--- config.mk ---
export PLATFORM = sky130hd
export DESIGN_NAME = vx_alu_sched
export DESIGN_NICKNAME = d
export VERILOG_FILES = /design/src/rtl/vx_alu_sched_pkg.sv /design/src/rtl/vx_alu_sched_arb.sv /design/src/rtl/vx_alu_sched.sv
export SDC_FILE = /design/constraint.sdc
export NUM_CORES = 2
export LEC_CHECK = 0
export ABC_AREA = 0
export BUFFER_PORTS_ARGS = -buffer_cell sky130_fd_sc_hd__buf_2
export CAP_MARGIN = 40
export CORE_AREA = 4 4 510 512
export DETAILED_ROUTE_END_ITERATION = 6
export DIE_AREA = 0 0 514 516
export SLEW_MARGIN = 30
export SYNTH_ARGS = -nofsm -noshare
export SYNTH_HDL_FRONTEND = slang
export SYNTH_SLANG_ARGS = --single-unit
--- constraint.sdc ---
create_clock -name clk -period 3.6 [get_ports clk]
set_input_delay 0.18 -clock clk [delete_from_list [all_inputs] [get_ports clk]]
set_output_delay 0.18 -clock clk [all_outputs]
set_load 0.01 [all_outputs]
--- src/rtl/vx_alu_sched_pkg.sv ---
// Shared types and helpers for the ALU issue scheduler.
package vx_alu_sched_pkg;

    // Warp count used when the instantiating context does not override it.
    localparam int NUM_WARPS_DEF = 8;

    // Index width for n items, never narrower than one bit.
    function automatic int up_clog2(input int n);
        return (n > 1) ? $clog2(n) : 1;
    endfunction

    // Packet-lock state of the scheduler.
    typedef enum logic {
        SCHED_OPEN = 1'b0,
        SCHED_LOCK = 1'b1
    } sched_state_e;

    // Per-warp branch lock vector and warp id at the default warp count.
    typedef logic [NUM_WARPS_DEF-1:0]                br_lock_vec_t;
    typedef logic [up_clog2(NUM_WARPS_DEF)-1:0]      wid_t;

endpackage

--- src/rtl/vx_alu_sched_arb.sv ---
// Round-robin grant selection. The pointer only moves when the caller
// signals the end of an instruction, so multi-packet instructions keep
// their priority slot.
module vx_alu_sched_arb
    import vx_alu_sched_pkg::*;
#(
    parameter int  NUM_REQS = 4,
    localparam int IDXW     = up_clog2(NUM_REQS)
) (
    input  logic                clk,
    input  logic                reset,
    input  logic [NUM_REQS-1:0] req_mask,
    input  logic                advance,
    output logic                grant_vld,
    output logic [IDXW-1:0]     grant_idx
);

    logic [IDXW-1:0] ptr_q, ptr_d;
    logic [IDXW-1:0] cand;

    // Pick the first eligible requester at or after the pointer.
    always_comb begin
        grant_vld = 1'b0;
        grant_idx = '0;
        cand      = '0;
        for (int k = NUM_REQS - 1; k >= 0; k--) begin
            cand = IDXW'((int'(ptr_q) + k) % NUM_REQS);
            if (req_mask[cand]) begin
                grant_vld = 1'b1;
                grant_idx = cand;
            end
        end
    end

    // Move the pointer just past the requester that finished an instruction.
    always_comb begin
        ptr_d = ptr_q;
        if (advance) begin
            if (int'(grant_idx) == NUM_REQS - 1) ptr_d = '0;
            else                                 ptr_d = grant_idx + IDXW'(1);
        end
    end

    // Pointer register.
    always_ff @(posedge clk) begin
        if (reset) ptr_q <= '0;
        else       ptr_q <= ptr_d;
    end

endmodule

--- src/rtl/vx_alu_sched.sv ---
// ALU issue scheduler: arbitrates NUM_REQS requesters onto one ALU port
// through a 2-entry output buffer. Optional per-warp branch locking is
// compiled in with macro ALU_SCHED_BR_LOCK_EN.
//
//   state      | meaning
//   SCHED_OPEN | no instruction in flight, any eligible requester may win
//   SCHED_LOCK | lock_idx_q is mid-instruction and owns the grant until eop
module vx_alu_sched
    import vx_alu_sched_pkg::*;
#(
    parameter int  NUM_REQS  = 4,
    parameter int  DATAW     = 256,
    parameter int  NUM_WARPS = NUM_WARPS_DEF,
    localparam int NW_WIDTH  = up_clog2(NUM_WARPS),
    localparam int IDXW      = up_clog2(NUM_REQS)
) (
    input  logic                              clk,
    input  logic                              reset,
    input  logic [NUM_REQS-1:0]               req_valid,
    input  logic [NUM_REQS-1:0][DATAW-1:0]    req_data,
    input  logic [NUM_REQS-1:0][NW_WIDTH-1:0] req_wid,
    input  logic [NUM_REQS-1:0]               req_is_br,
    input  logic [NUM_REQS-1:0]               req_sop,
    input  logic [NUM_REQS-1:0]               req_eop,
    output logic [NUM_REQS-1:0]               req_ready,
    output logic                              alu_valid,
    output logic [DATAW-1:0]                  alu_data,
    input  logic                              alu_ready,
    input  logic                              br_valid,
    input  logic [NW_WIDTH-1:0]               br_wid,
    output logic [NUM_WARPS-1:0]              br_pending
);

    sched_state_e        state_q, state_d;
    logic [IDXW-1:0]     lock_idx_q, lock_idx_d;
    logic [NUM_REQS-1:0] req_block;
    logic [NUM_REQS-1:0] req_elig;
    logic                grant_vld;
    logic [IDXW-1:0]     grant_idx;
    logic                buf_rdy;
    logic                fire;
    logic [DATAW-1:0]    sel_data;
    logic [NW_WIDTH-1:0] sel_wid;
    logic                sel_is_br, sel_sop, sel_eop;
    logic                main_vld_q, main_vld_d;
    logic [DATAW-1:0]    main_data_q, main_data_d;
    logic                skid_vld_q, skid_vld_d;
    logic [DATAW-1:0]    skid_data_q, skid_data_d;

    assign sel_data  = req_data[grant_idx];
    assign sel_wid   = req_wid[grant_idx];
    assign sel_is_br = req_is_br[grant_idx];
    assign sel_sop   = req_sop[grant_idx];
    assign sel_eop   = req_eop[grant_idx];

`ifdef ALU_SCHED_BR_LOCK_EN
    logic [NUM_WARPS-1:0] br_pending_q, br_pending_d;

    // Release the resolved warp first so a same-cycle new branch re-locks it.
    always_comb begin
        br_pending_d = br_pending_q;
        if (br_valid) br_pending_d[br_wid] = 1'b0;
        if (fire && sel_is_br && sel_eop) br_pending_d[sel_wid] = 1'b1;
    end

    // Branch lock register.
    always_ff @(posedge clk) begin
        if (reset) br_pending_q <= '0;
        else       br_pending_q <= br_pending_d;
    end

    // A requester whose warp waits on a branch stays out of arbitration.
    always_comb begin
        req_block = '0;
        for (int i = 0; i < NUM_REQS; i++) req_block[i] = br_pending_q[req_wid[i]];
    end

    assign br_pending = br_pending_q;
`else
    logic unused_br;
    assign unused_br  = ^{br_valid, br_wid, sel_is_br, sel_wid};
    assign req_block  = '0;
    assign br_pending = '0;
`endif

    // While locked only the owner competes, and warp locks do not apply to it.
    always_comb begin
        req_elig = '0;
        for (int i = 0; i < NUM_REQS; i++) begin
            if (state_q == SCHED_LOCK) req_elig[i] = req_valid[i] && (lock_idx_q == IDXW'(i));
            else                       req_elig[i] = req_valid[i] && !req_block[i];
        end
    end

    vx_alu_sched_arb #(
        .NUM_REQS (NUM_REQS)
    ) u_arb (
        .clk       (clk),
        .reset     (reset),
        .req_mask  (req_elig),
        .advance   (fire && sel_eop),
        .grant_vld (grant_vld),
        .grant_idx (grant_idx)
    );

    assign fire = grant_vld && buf_rdy && !reset;

    // Ready goes only to the granted requester, never during reset.
    always_comb begin
        req_ready = '0;
        if (fire) req_ready[grant_idx] = 1'b1;
    end

    // Packet lock: enter on a sop without eop, leave on the owner's eop.
    always_comb begin
        state_d    = state_q;
        lock_idx_d = lock_idx_q;
        case (state_q)
            SCHED_OPEN: begin
                if (fire && sel_sop && !sel_eop) begin
                    state_d    = SCHED_LOCK;
                    lock_idx_d = grant_idx;
                end
            end
            SCHED_LOCK: begin
                if (fire && sel_eop) state_d = SCHED_OPEN;
            end
            default: state_d = SCHED_OPEN;
        endcase
    end

    // Scheduler state register.
    always_ff @(posedge clk) begin
        if (reset) begin
            state_q    <= SCHED_OPEN;
            lock_idx_q <= '0;
        end else begin
            state_q    <= state_d;
            lock_idx_q <= lock_idx_d;
        end
    end

    // Input side stays open while the skid slot is free, so the ready path
    // never depends combinationally on alu_ready.
    assign buf_rdy = !skid_vld_q;

    // Output slot holds under backpressure; a packet arriving then goes to skid.
    always_comb begin
        main_vld_d  = main_vld_q;
        main_data_d = main_data_q;
        skid_vld_d  = skid_vld_q;
        skid_data_d = skid_data_q;
        if (main_vld_q && !alu_ready) begin
            if (fire) begin
                skid_vld_d  = 1'b1;
                skid_data_d = sel_data;
            end
        end else if (skid_vld_q) begin
            main_vld_d  = 1'b1;
            main_data_d = skid_data_q;
            skid_vld_d  = 1'b0;
        end else begin
            main_vld_d = fire;
            if (fire) main_data_d = sel_data;
        end
    end

    // Output buffer registers.
    always_ff @(posedge clk) begin
        if (reset) begin
            main_vld_q  <= 1'b0;
            main_data_q <= '0;
            skid_vld_q  <= 1'b0;
            skid_data_q <= '0;
        end else begin
            main_vld_q  <= main_vld_d;
            main_data_q <= main_data_d;
            skid_vld_q  <= skid_vld_d;
            skid_data_q <= skid_data_d;
        end
    end

    assign alu_valid = main_vld_q;
    assign alu_data  = main_data_q;

endmodule

==> results.py <==
metrics = {
    "outcome": {
        "status": "finished clean",
    },
    "synth": {
        "synth-seq-cells": 519,
        "synthCells": 3622,
        "synth_cell_types": 47,
        "ys_warn_count": 0,
        "seq_area_frac_synth_pct": 35.2,
        "async_flop_share_pct": 0,
        "synth_edf_count": 0,
        "postSynthAreaPerCell_um2": 8.15,
        "synth_area_um2": 29500,
        "ys.flop_type": "dfxtp_1",
    },
    "worst_setup_path": {
        "setup.worst_path.start_class": "flip-flop",
        "cp_top_family": "buffers and inverters",
        "max_stage_delay_ps": 570,
        "endpoint_kind": "flip-flop",
        "crit_top_cell": "buf_12",
        "r2r-end": "skid_data_q[234]",
        "slowest_stage": "dlygate4sd3_1",
        "worstPathRequired_ps": 4160,
        "rr_startpoint": "u_arb.ptr_q[0]",
        "crit_arrival_ps": 4070,
        "reg2regPathDepth": 13,
        "timing.reg2reg.setup_slack_ps": 90,
        "path_cells": "buf_4, nand4bb_4, o211ai_4, o2bb2ai_4, a221o_2, nor2_4, buf_12, inv_8, buf_12, nand2_1, a311oi_1, dlygate4sd3_1, a31o_2",
        "path_max_fanout": 53,
        "crit_buf_inv": 5,
        "critPathKind": "reg -> reg",
    },
    "worst_hold_path": {
        "hp-start": "req_data[769]",
        "hold_path.class": "in -> reg",
        "min_path_cells": 4,
        "whs_endpoint": "alu_data[1]",
    },
    "power": {
        "p_leak_nw": 20.7,
        "combPwrFrac_pct": 58.8,
        "p_per_area_nw_per_um2": 679,
        "p_seq_share_pct": 21.3,
        "p_int_mw": 19.0,
        "clkPwrFrac_pct": 19.9,
        "vdd_drop_max_mv": 0.481,
        "swShare_pct": 45.5,
        "fin_total_pwr_mw": 34.8,
        "power.net_switching_mw": 15.8,
    },
    "global_routing": {
        "grt_pass1_wl_mm": 309,
        "antenna_found_initial": 250,
        "grt_max_degree": 151,
        "grt-ovfl-total": 0,
        "grt_use_total_pct": 16.4,
        "grt_pass1_vias": 38100,
    },
    "clock_tree": {
        "clock_sinks": 519,
        "cts_tree": "built",
        "h-tree-depth": 3,
        "clockBufferDepth": 3,
        "cts-root-buf": "clkbuf_16",
        "clkTransAtPathRegs_ps": 60,
        "clk_latency_ps": 670,
        "numCtsBuffers": 67,
    },
    "sta": {
        "relSlewSlack_pct": 33.9,
        "fin_crit_sh_pct": 97.6,
        "max_slew.worst_pin.slew_ps": 992,
        "hold_violations": 0,
        "drv_slew": 0,
        "fin_crit_ps": 3510,
        "rsz0062_at_grt": "true",
        "timing.final.ws_setup_ps": 86.9,
        "setup_violations": 0,
        "fmax_mhz": 285,
        "finClkSkew_ps": 34.3,
    },
    "drt": {
        "ant_nets": 0,
        "first_iter_violations": 4471,
        "drt_pass1_iterations": 6,
        "viasPerCell": 4.59,
        "drc": 0,
        "vias": 41600,
        "wire_per_inst_um": 26.6,
        "wirelength_mm": 241,
    },
    "layout": {
        "nNetsFinal": 6593,
        "area_delta_synth_final_pct": 73.6,
        "drive_gt1_share_pct": 35.4,
    },
    "placement": {
        "hpwl_mm": 188,
        "post-place-ws_ps": 149,
        "portBuffers": 1299,
        "gp_congestion": 0.976,
    },
    "floorplanning": {
        "die_x_um": 514,
        "die_y_um": 516,
        "pin_count": 1328,
        "dieArea_um2": 265000,
        "initial_core_util_pct": 11.5,
        "coreArea_um2": 256000,
        "num_rows": 186,
    },
    "run": {
        "cap_violations": 0,
    },
}
## final cells by class
| class | count | area, um^2 |
|---|---|---|
| clock inverter | 18 | 181 |
| tap | 3384 | 4230 |
| inverter | 7 | 86.3 |
| multi-input combinational | 2642 | 17500 |
| timing repair inverter | 4 | 58.8 |
| fill | 28500 | 205000 |
| timing repair buffer | 2289 | 16600 |
| clock buffer | 96 | 1960 |
| sequential | 519 | 10400 |
| antenna | 105 | 263 |
## stage by stage
step | utilization, % | cell area (um^2) | hold WS [ps] | std cells | TNS, ps
2_1_floorplan | - | 29600 | 366 | 3629 | 0
3_3_place_gp | 16.0 | 40900 | 467 | 8097 | 0
3_5_place_dp | 16.0 | 40900 | 466 | 8097 | 0
4_1_cts | 19.7 | 50300 | 1.55 | 8931 | 0
5_1_grt | 20.0 | 51100 | 15.0 | 8999 | -52.7
6_report | 20.0 | 51300 | 69.9 | 9064 | 0
## worst max path at each step
stage	cells past startpoint	slack, ps	from	end
after CTS	13	7	u_arb.ptr_q[0]	skid_data_q[236]
after floorplan	12	740	u_arb.ptr_q[0]	u_arb.ptr_q[1]
final	13	90	u_arb.ptr_q[0]	skid_data_q[234]
after global routing	12	-20	u_arb.ptr_q[0]	alu_data[221]
after global placement	13	170	u_arb.ptr_q[0]	skid_data_q[117]
after detailed placement	13	150	u_arb.ptr_q[0]	skid_data_q[117]
## worst reg2reg max path, delay by kind of cell (launching register included)
kind                   cells  cell delay (ps)
AND/OR/NAND/NOR            3              650
flip-flops                 1              370
AO/OA/AOI/OAI              5             1000
buffers and inverters      5             1390
## cells by family after synthesis
family | Yosys count | share of synthesized area (%)
compound gates | 1303 | 38.6
mux | 5 | 0.174
other cells | 1 | 0.0127
flops | 519 | 35.2
simple gates | 1322 | 19.3
buf+inv | 468 | 6.57
fa+ha+maj | 4 | 0.169
## power by group through the flow
stage | registers, mW | logic (mW) | clock network (mW)
floorplan | 7.68 | 10.2 | 0
global placement | 7.48 | 17.8 | 0
detailed placement | 7.50 | 17.8 | 0
CTS | 7.39 | 18.8 | 7.10
global route | 7.52 | 21.8 | 7.26
finish | 7.41 | 20.5 | 6.92
## cells in the mapped netlist, types with 7 or more instances
library cell	n	area, um^2
clkbuf_1	325	1220
a211oi_1	257	1930
dfxtp_1	519	10400
buf_1	16	60.1
nor2_1	259	972
a311oi_1	512	4480
and2_1	7	43.8
nand2_1	773	2900
a311o_1	256	2560
buf_4	13	97.6
nand3_1	7	35.0
and3_1	258	1610
a31o_2	256	2240
buf_2	107	536
## registers in the layout, indices dropped and copies added (netlist names)
register,cells
alu_data,256
skid_data_q,256
lock_idx_q,2
u_arb.ptr_q,2
alu_valid,1
skid_vld_q,1
state_q,1
## layer usage
metal | up-vias | wire length (um) | global-route usage [%]
li1 | 18200 | - | -
met1 | 20000 | 95500 | 20.2
met2 | 2630 | 96800 | 24.0
met3 | 722 | 32800 | 7.98
met4 | 176 | 14800 | 7.66
met5 | - | 1130 | 0
## placed cells by master, fill, tap and decap left out, types with 10 or more instances in the layout
| cell | count |
|---|---|
| clkbuf_1 | 14 |
| diode_2 | 105 |
| a211oi_1 | 231 |
| dlygate4sd3_1 | 721 |
| clkbuf_8 | 13 |
| buf_12 | 48 |
| clkbuf_16 | 75 |
| a31o_2 | 256 |
| clkinv_2 | 10 |
| buf_2 | 1298 |
| a211oi_2 | 20 |
| nand2_1 | 772 |
| dfxtp_1 | 516 |
| a311o_1 | 256 |
| a311oi_1 | 512 |
| nor2_1 | 259 |
| buf_4 | 200 |
| and3_1 | 258 |
## timing repair
item | in CTS | in global routing
endpoints found under the hold margin | 515 | 0
setup buffers | 0 | 19
resized for setup | 4 | 70
pin swaps | 0 | 5
hold buffers | 721 | 0
cloned | 0 | 10
setup endpoints to repair | 3 | 39
Power figures use the tool's default switching activity.
